## src/rtl/ctrl_decode_seq_pkg.sv

```systemverilog
// Shared decode definitions: opcodes, funct7 codes, FSM states, control bundle.
// M_EXT_EN selects whether funct7=0000001 R-types decode as MUL/DIV.
package ctrl_decode_seq_pkg;

  localparam logic [6:0] OP_R     = 7'b0110011;
  localparam logic [6:0] OP_LOAD  = 7'b0000011;
  localparam logic [6:0] OP_ARITH = 7'b0010011;
  localparam logic [6:0] OP_S     = 7'b0100011;
  localparam logic [6:0] OP_B     = 7'b1100011;
  localparam logic [6:0] OP_JAL   = 7'b1101111;
  localparam logic [6:0] OP_JALR  = 7'b1100111;
  localparam logic [6:0] OP_LUI   = 7'b0110111;
  localparam logic [6:0] OP_AUIPC = 7'b0010111;
  localparam logic [6:0] OP_CSR   = 7'b1110011;

  localparam logic [6:0] F7_BASE = 7'b0000000;
  localparam logic [6:0] F7_ALT  = 7'b0100000;
  localparam logic [6:0] F7_MD   = 7'b0000001;

  localparam logic [4:0] IMM_I = 5'b10000;
  localparam logic [4:0] IMM_S = 5'b01000;
  localparam logic [4:0] IMM_B = 5'b00100;
  localparam logic [4:0] IMM_J = 5'b00010;
  localparam logic [4:0] IMM_U = 5'b00001;

  typedef enum logic {
    S_IDLE = 1'b0,
    S_BUSY = 1'b1
  } state_e;

  typedef struct packed {
    logic       mem_read;
    logic       mem_to_reg;
    logic       mem_sext;
    logic       unc_branch;
    logic       pc_src;
    logic       reg_write;
    logic [1:0] alu_op;
    logic [1:0] alu_a_src;
    logic [1:0] alu_b_src;
    logic [3:0] mem_write;
    logic [4:0] imm_type;
  } ctrl_t;

endpackage

```

## src/rtl/ctrl_decode_comb.sv

```systemverilog
// Combinational opcode/funct decode table for the decode stage.
// M_EXT_EN enables recognition of MUL/DIV (funct7=0000001).
module ctrl_decode_comb
  import ctrl_decode_seq_pkg::*;
#(
  parameter int TRIM_W = 2
) (
  input  logic [6:0]        opcode_i,
  input  logic [2:0]        funct3_i,
  input  logic [6:0]        funct7_i,
  output ctrl_t             ctrl_o,
  output logic [TRIM_W-1:0] trim_o,
  output logic              illegal_o,
  output logic              is_md_o
);

  logic md_f7;
  logic r_ok;

`ifdef M_EXT_EN
  assign md_f7 = (funct7_i == F7_MD);
`else
  assign md_f7 = 1'b0;
`endif

  assign r_ok = (funct7_i == F7_BASE)
              | (funct7_i == F7_ALT)
              | md_f7;

  always_comb begin
    ctrl_o    = '0;
    trim_o    = '0;
    illegal_o = 1'b0;
    is_md_o   = 1'b0;
    unique case (1'b1)
      (opcode_i == OP_R): begin
        if (r_ok) begin
          ctrl_o.alu_op    = 2'b10;
          ctrl_o.reg_write = 1'b1;
          is_md_o          = md_f7;
        end else begin
          illegal_o = 1'b1;
        end
      end
      (opcode_i == OP_LOAD): begin
        ctrl_o.mem_read   = 1'b1;
        ctrl_o.mem_to_reg = 1'b1;
        ctrl_o.alu_b_src  = 2'b01;
        ctrl_o.reg_write  = 1'b1;
        ctrl_o.imm_type   = IMM_I;
        if (funct3_i[1]) begin
          ctrl_o.mem_sext = 1'b1;
        end else begin
          ctrl_o.mem_sext = ~funct3_i[2];
          trim_o = funct3_i[0] ? TRIM_W'(2'b01)
                               : TRIM_W'(2'b10);
        end
      end
      (opcode_i == OP_ARITH): begin
        ctrl_o.alu_op    = 2'b11;
        ctrl_o.alu_b_src = 2'b01;
        ctrl_o.reg_write = 1'b1;
        ctrl_o.imm_type  = IMM_I;
      end
      (opcode_i == OP_S): begin
        ctrl_o.alu_b_src = 2'b01;
        ctrl_o.imm_type  = IMM_S;
        if (funct3_i[1])      ctrl_o.mem_write = 4'b1111;
        else if (funct3_i[0]) ctrl_o.mem_write = 4'b0011;
        else                  ctrl_o.mem_write = 4'b0001;
      end
      (opcode_i == OP_B): begin
        ctrl_o.alu_op   = 2'b01;
        ctrl_o.imm_type = IMM_B;
      end
      (opcode_i == OP_JAL): begin
        ctrl_o.alu_a_src  = 2'b01;
        ctrl_o.alu_b_src  = 2'b10;
        ctrl_o.unc_branch = 1'b1;
        ctrl_o.reg_write  = 1'b1;
        ctrl_o.imm_type   = IMM_J;
      end
      (opcode_i == OP_JALR): begin
        ctrl_o.alu_a_src  = 2'b01;
        ctrl_o.alu_b_src  = 2'b10;
        ctrl_o.unc_branch = 1'b1;
        ctrl_o.pc_src     = 1'b1;
        ctrl_o.reg_write  = 1'b1;
        ctrl_o.imm_type   = IMM_I;
      end
      (opcode_i == OP_LUI): begin
        ctrl_o.alu_a_src = 2'b10;
        ctrl_o.alu_b_src = 2'b01;
        ctrl_o.reg_write = 1'b1;
        ctrl_o.imm_type  = IMM_U;
      end
      (opcode_i == OP_AUIPC): begin
        ctrl_o.alu_a_src = 2'b01;
        ctrl_o.alu_b_src = 2'b01;
        ctrl_o.reg_write = 1'b1;
        ctrl_o.imm_type  = IMM_U;
      end
      (opcode_i == OP_CSR): begin
        ctrl_o.imm_type = IMM_I;
      end
      default: begin
        illegal_o = 1'b1;
      end
    endcase
  end

endmodule

```

## src/rtl/ctrl_decode_seq.sv

```systemverilog
// Decode stage: registered control bundle, handshake and MUL/DIV hold FSM.
// M_EXT_EN enables MUL/DIV issue (md_op_o/md_start_o tied 0 otherwise).
module ctrl_decode_seq
  import ctrl_decode_seq_pkg::*;
#(
  parameter int MD_LAT = 4,
  parameter int TRIM_W = 2
) (
  input  logic              clk_i,
  input  logic              rst_i,
  input  logic              valid_i,
  output logic              ready_o,
  input  logic [6:0]        opcode_i,
  input  logic [2:0]        funct3_i,
  input  logic [6:0]        funct7_i,
  input  logic              stall_i,
  input  logic              flush_i,
  output logic              valid_o,
  output logic              mem_read_o,
  output logic              mem_to_reg_o,
  output logic              mem_sign_extend_o,
  output logic              unc_branch_o,
  output logic              pc_adder_src_o,
  output logic              reg_write_o,
  output logic [TRIM_W-1:0] mem_trim_o,
  output logic [1:0]        alu_op_o,
  output logic [1:0]        alu_a_src_o,
  output logic [1:0]        alu_b_src_o,
  output logic [3:0]        mem_write_o,
  output logic [4:0]        imm_gen_type_o,
  output logic [2:0]        md_op_o,
  output logic              md_start_o,
  output logic              illegal_o
);

  localparam int         CNT_W    = $clog2(MD_LAT + 1);
  localparam bit         MD_MULTI = (MD_LAT > 1);
  localparam [CNT_W-1:0] CNT_LOAD = CNT_W'(MD_LAT - 1);
  localparam [CNT_W-1:0] CNT_ONE  = CNT_W'(1);

  ctrl_t             dec_ctrl;
  logic [TRIM_W-1:0] dec_trim;
  logic              dec_ill;
  logic              dec_md;
  logic              accept;

  ctrl_t             ctrl_q, ctrl_d;
  logic [TRIM_W-1:0] trim_q, trim_d;
  logic              valid_q, valid_d;
  logic              ill_q, ill_d;
  state_e            state_q, state_d;
  logic [CNT_W-1:0]  cnt_q, cnt_d;

  ctrl_decode_comb #(
    .TRIM_W (TRIM_W)
  ) u_dec (
    .opcode_i  (opcode_i),
    .funct3_i  (funct3_i),
    .funct7_i  (funct7_i),
    .ctrl_o    (dec_ctrl),
    .trim_o    (dec_trim),
    .illegal_o (dec_ill),
    .is_md_o   (dec_md)
  );

  assign ready_o = ~stall_i & (state_q == S_IDLE);
  assign accept  = valid_i & ready_o & ~flush_i;

  always_comb begin
    ctrl_d  = ctrl_q;
    trim_d  = trim_q;
    valid_d = valid_q;
    ill_d   = ill_q;
    state_d = state_q;
    cnt_d   = cnt_q;
    if (flush_i) begin
      ctrl_d  = '0;
      trim_d  = '0;
      valid_d = 1'b0;
      ill_d   = 1'b0;
      state_d = S_IDLE;
      cnt_d   = '0;
    end else if (state_q == S_BUSY) begin
      cnt_d = cnt_q - CNT_ONE;
      if (cnt_q == CNT_ONE) state_d = S_IDLE;
    end else if (accept) begin
      ctrl_d  = dec_ctrl;
      trim_d  = dec_trim;
      valid_d = 1'b1;
      ill_d   = dec_ill;
      if (dec_md && MD_MULTI) begin
        state_d = S_BUSY;
        cnt_d   = CNT_LOAD;
      end
    end else begin
      ctrl_d  = '0;
      trim_d  = '0;
      valid_d = 1'b0;
      ill_d   = 1'b0;
    end
  end

  always_ff @(posedge clk_i) begin
    if (rst_i) begin
      ctrl_q  <= '0;
      trim_q  <= '0;
      valid_q <= 1'b0;
      ill_q   <= 1'b0;
      state_q <= S_IDLE;
      cnt_q   <= '0;
    end else begin
      ctrl_q  <= ctrl_d;
      trim_q  <= trim_d;
      valid_q <= valid_d;
      ill_q   <= ill_d;
      state_q <= state_d;
      cnt_q   <= cnt_d;
    end
  end

`ifdef M_EXT_EN
  logic [2:0] md_op_q, md_op_d;
  logic       md_start_q, md_start_d;

  // Start pulses only on the accepting edge; BUSY keeps md_op stable.
  always_comb begin
    md_start_d = accept & dec_md;
    md_op_d    = md_op_q;
    if (flush_i)                    md_op_d = '0;
    else if (state_q == S_BUSY)     md_op_d = md_op_q;
    else if (accept && dec_md)      md_op_d = funct3_i;
    else                            md_op_d = '0;
  end

  always_ff @(posedge clk_i) begin
    if (rst_i) begin
      md_op_q    <= '0;
      md_start_q <= 1'b0;
    end else begin
      md_op_q    <= md_op_d;
      md_start_q <= md_start_d;
    end
  end

  assign md_op_o    = md_op_q;
  assign md_start_o = md_start_q;
`else
  assign md_op_o    = '0;
  assign md_start_o = 1'b0;
`endif

  assign valid_o           = valid_q;
  assign illegal_o         = ill_q;
  assign mem_read_o        = ctrl_q.mem_read;
  assign mem_to_reg_o      = ctrl_q.mem_to_reg;
  assign mem_sign_extend_o = ctrl_q.mem_sext;
  assign unc_branch_o      = ctrl_q.unc_branch;
  assign pc_adder_src_o    = ctrl_q.pc_src;
  assign reg_write_o       = ctrl_q.reg_write;
  assign mem_trim_o        = trim_q;
  assign alu_op_o          = ctrl_q.alu_op;
  assign alu_a_src_o       = ctrl_q.alu_a_src;
  assign alu_b_src_o       = ctrl_q.alu_b_src;
  assign mem_write_o       = ctrl_q.mem_write;
  assign imm_gen_type_o    = ctrl_q.imm_type;

endmodule
```

## config.mk

```make
export PLATFORM = sky130hd
export DESIGN_NAME = ctrl_decode_seq
export DESIGN_NICKNAME = d
export VERILOG_FILES = /design/src/rtl/ctrl_decode_seq_pkg.sv /design/src/rtl/ctrl_decode_comb.sv /design/src/rtl/ctrl_decode_seq.sv
export SDC_FILE = /design/constraint.sdc
export NUM_CORES = 1
export LEC_CHECK = 0
export CAP_MARGIN = 25
export CORE_ASPECT_RATIO = 1.5
export CORE_MARGIN = 2
export CORE_UTILIZATION = 45
export CTS_CLUSTER_SIZE = 20
export DETAILED_ROUTE_END_ITERATION = 12
export PLACE_DENSITY = 0.8
export SKIP_CTS_REPAIR_TIMING = 1
export SLEW_MARGIN = 20
export SYNTH_ARGS = -nofsm -noshare
export SYNTH_HDL_FRONTEND = slang
export SYNTH_HIERARCHICAL = 1
export SYNTH_SLANG_ARGS = --single-unit
```

## constraint.sdc

```tcl
create_clock -name clk_i -period 1.3 [get_ports clk_i]
set_input_delay 0.13 -clock clk_i [delete_from_list [all_inputs] [get_ports clk_i]]
set_output_delay 0.13 -clock clk_i [all_outputs]
set_load 0.005 [all_outputs]
```

======== After elaboration in Yosys (flattened, before gate mapping) ========
Index checks and enable logic that the tools add are counted.
storage, ports and cells
  flip-flop bits (word level) ............. 29
  latch bits .............................. 0
  RAM bits ................................ 0
  bits in read-only memories .............. 0
  memories kept ........................... 0
cells by class
  add/subtract/negate cells ............... 1
  multiply operators ...................... 0
  divide/modulo/power cells ............... 0
  $lt $le $gt $ge ......................... 0
  equal/unequal tests ..................... 12
  shifts and indexed selects .............. 0
  multiplexer cells ....................... 24
  bitwise operators ....................... 8
  reductions and logical operators ........ 10
operators by type and width
  kind                   number
  $eq A7 B6 Y1 const B   4
  $eq A7 B7 Y1 const B   4
  $pmux W5 S5            1
  $mux W21               1
  $eq A7 B5 Y1 const B   2
  $mux W2                5
  $mux W3                3
  $reduce_or A9 Y1       1
  $mux W4                2
  $pmux W2 S2            2
  $eq A7 B2 Y1 const B   1
  $logic_not A7 Y1       1
  $mux W1                7
  $pmux W2 S3            1
  $reduce_or A2 Y1       3
  $reduce_or A3 Y1       2
  $reduce_or A6 Y1       1
  $reduce_or A5 Y1       1
  $not A1 Y1             4
  $pmux W1 S2            2
  $reduce_or A4 Y1       1
  $and A1 B1 Y1          3
  $eq A3 B1 Y1 const B   1
  $sub A3 B1 Y3 const B  1
  $or A1 B1 Y1           1

======== Depth between registers and ports, before layout ========
  word-level depth ........................ 5
  gate-level depth with buffers ........... 7

======== Modules after synthesis ========
Netlist, hierarchy kept.
by module, submodules not included
  module            times used  cells an instance  area an instance (µm²)  sequential area each (µm²)
  ctrl_decode_seq   1           88                 1139.8                  580.6
  ctrl_decode_comb  1           56                 347.8                   0.0

======== Worst setup path before layout ========
No wires, ideal clock.
  kind .................................... input -> register
  start ................................... input port opcode_i[4]
  end ..................................... register ctrl_q, in the netlist mem_write_o[3]
  data arrival time ....................... 1115 ps
  data required time ...................... 1183 ps
  setup slack ............................. 67 ps
  cell stages on the path ................. 7
  path buffers ............................ 2
  path through ............................ buf_6 and2b_1 nand3b_2 nor3_2 and2_1 buf_4 a32o_2
RTL lines
  what                  RTL line                text
  from (decl)           ctrl_decode_seq.sv:13   input logic [6:0] opcode_i,
  to (signal assigned)  ctrl_decode_seq.sv:112  ctrl_q <= ctrl_d;
  to (decl)             ctrl_decode_seq.sv:47   ctrl_t ctrl_q, ctrl_d;

==> results.yml <==
outcome:
  status: "finished with violations"
  violations: "negative setup slack"
setup_path:
  rr_worst_depth: 4
  cpPeakStageDelay_ns: 0.45
  endpoint_kind: "flop"
  crit_type: "in2reg"
  start_kind: "input port"
  worst_path_max_delay_cell: "or3_4"
  critPathBufInv: 1
  path_cells: "dlymetal6s2s_1 > nor4_2 > nand4_1 > or3_4 > nand4_1 > a32o_2"
  cp_common_cell: "nand4_1"
  cp_top_family: "simple AND/OR/NAND/NOR gates"
  timing.critical_path.required_ns: 1.53
  cp.depth: 6
  cp_max_fo: 2
  cp.arrival_ns: 1.53
logic_synthesis:
  synth_area_leader_cell: "dfxtp_1"
  synthAdderAreaFrac_pct: 1.682
  synth_edf_count: 0
  synth_top_area_share_pct: 39.02
  yosys-top-cells-area: "dfxtp_1 (39%), a32o_2 (17%), buf_4 (4.0%), buf_6 (3.8%), nor3b_4 (2.5%)"
  yosysSeqAreaShare_pct: 39.02
  avgSynthCellArea_sq_um: 10.33
  synth-seq-cells: 29
  synth_top_family_by_area: "compound AO/OA/AOI/OAI gates"
  synthFlopType: "dfxtp_1"
  yosysUniqueCellTypes: 39
  muxShareOfSynthArea_pct: 0
  synth_compound_area_share_pct: 26.07
  synthArstFlopShare_pct: 0
  synthesis.area_sq_mm: 0.001488
  synth-simple-area-share_pct: 20.27
  synthXorXnorAreaFrac_pct: 1.177
  ys_warn_count: 6
  synth_cells: 144
pwr:
  combPwrFrac_pct: 13.7
  clkPwrFrac_pct: 41.1
  ir_drop_v: 0.0007523
  p_int_w: 0.001512
  p_per_area_mw_per_mm2: 854.4
  leakage_nw: 1.219
  swShare_pct: 23.84
  p_sw_w: 0.0004733
  power_frac_seq_pct: 45.2
drt:
  drtIter0Drc: 68
  drc: 0
  wl_mm: 4.217
  drtPass1Iterations: 4
  via_count: 1445
  wl_per_cell_um: 17.00
  vias_per_cell: 5.827
  drtAntennaViolNets: 0
timing:
  holdWs_ns: 0.4595
  fmax_ghz: 0.7677
  finalCriticalPeriod_ns: 1.303
  slew_violations: 0
  fin_ws_ns: -0.002648
  hold_violations: 0
  fin_crit_sh_pct: 100.2
  setup_viol: 1
  skew_ns: 0.003184
place:
  io_buffers: 46
  dp_hpwl_mm: 2.914
  placed_area_sq_mm: 0.002078
  dpl_worst_slack_ns: -0.4817
  gp_congestion: 0.8829
  placed_cells: 238
min_path:
  hp-class: "in2reg"
  hold_depth: 5
floorplanning:
  core_area_sq_mm: 0.003159
  die_w_um: 50.95
  start_util_pct: 47.09
  io_pins: 52
  die_area_sq_mm: 0.003791
  die_h_um: 74.42
  std_cell_rows: 25
final_layout:
  layout_commonest_cell: "clkdlybuf4s50_1"
  n_fill_cell: 214
  drive_above_1_share_pct: 38.46
  design_area_sq_mm: 0.002323
  nNetsFinal: 231
  final_cell_mix: "clkdlybuf4s50_1 (29), dfxtp_1 (26), a32o_2 (22)"
  diodes: 0
  regArea_sq_um: 584.3
  multi_input_area_sq_um: 825.8
  syn_to_final_growth_pct: 56.18
  finalNonFillerCells: 248
clock_tree:
  clockBufferDepth: 2
  cts_htree_levels: 2
  cts_tree: "yes"
  cts_root_buf: "clkbuf_8"
  clock_sinks: 29
  cts-buffers-inserted: 5
  clkTransAtPathRegs_ns: 0.06
  insertion_delay_ns: 0.28
global_routing:
  grtUsageMet3_pct: 5.221
  grt_use_met1_pct: 22.57
  grt_usage_pct: 22.31
  grt.busiest_layer: "met2"
  grtUsageMet2_pct: 39.25
  grt_max_degree: 27
  grt_pass1_wl_mm: 6.327
  antenna_found_initial: 0
  first_global_vias: 1437
  overflow: 0
job:
  cap_violations: 0
-- path summary, 6_finish.rpt --
| check | start | endpoint | slack (ns) |
|---|---|---|---|
| worst max register to register | cnt_q[0]$_SDFFE_PP0P_ | cnt_q[1]$_SDFFE_PP0P_ | 0.07 |
| worst min register to register | alu_op_o[1]$_SDFFE_PP0N_ | alu_op_o[1]$_SDFFE_PP0N_ | 0.48 |
| worst min-delay path | opcode_i[5] | alu_a_src_o[1]$_SDFFE_PP0N_ | 0.46 |
| worst max-delay path | opcode_i[6] | reg_write_o$_SDFFE_PP0N_ | -0.003 |
-- routing by layer --
| layer | wire (um) | up-vias |
|---|---|---|
| met2 | 2300 | 66 |
| met1 | 1458 | 699 |
| met5 | 0 | - |
| li1 | - | 663 |
| met4 | 205 | 0 |
| met3 | 253 | 17 |
-- through the flow --
| step | total power, W | utilization, % | TNS [ns] |
|---|---|---|---|
| finish | 0.001985 | 73.54 | -0.002648 |
| global route | 0.002058 | 73.54 | -0.02640 |
| CTS | 0.001975 | 68.99 | -2.371 |
| detailed placement | 0.001164 | 65.78 | -8.970 |
| global placement | 0.001156 | 65.78 | -7.280 |
| floorplan | 0.001035 | - | 0 |
-- power by group through the flow --
stage / combinational (W) / sequential [W] / clock, W
final: 0.000271 / 0.000898 / 0.000816
after global routing: 0.000288 / 0.000898 / 0.000872
after CTS: 0.000249 / 0.000898 / 0.000828
after detailed placement: 0.000246 / 0.000918 / 0
after global placement: 0.000238 / 0.000917 / 0
after floorplan: 0.000119 / 0.000916 / 0
-- cell families (layout without fill, tap and decap cells) --
group,count (synthesis),after routing
xor+xnor,2,2
compound gates,42,42
other cells,2,5
fa+ha+maj,2,2
simple gates,42,42
buf+inv,25,86
flops,29,29
-- synth_stat cells, types with 2 or more instances --
cell type,n
a211o_2,2
a21oi_1,5
a32o_1,3
a32o_2,22
and2_1,3
buf_2,5
buf_4,8
buf_6,5
conb_1,2
dfxtp_1,29
ha_1,2
inv_1,7
nand2_1,4
nand4_1,3
nor2_1,6
nor3_1,4
nor3b_4,2
nor4_1,5
nor4b_2,2
o21a_1,2
o21ai_0,4
xor2_1,2
-- tightest hold or removal path: stages --
cell and delay (ns):
dlymetal6s2s_1 0.16, buf_4 0.14, inv_1 0.03, nor2_1 0.09, a32o_2 0.15
-- area by class of cell --
cell class	count	area share [%]
Clock inverter	1	0.2154
Sequential cell	29	25.15
Tap cell	40	2.154
Inverter	7	1.131
Multi-Input combinational cell	93	35.54
Clock buffer	7	4.146
Timing Repair Buffer	71	31.66
-- state kept, by name, indices dropped and copies added, names as in the netlist, 2 cells and up --
name,count
cnt_q,3
imm_gen_type_o,5
mem_write_o,4
mem_trim_o,2
alu_b_src_o,2
alu_op_o,2
alu_a_src_o,2
No activity file was read; power rests on OpenSTA's default activity.
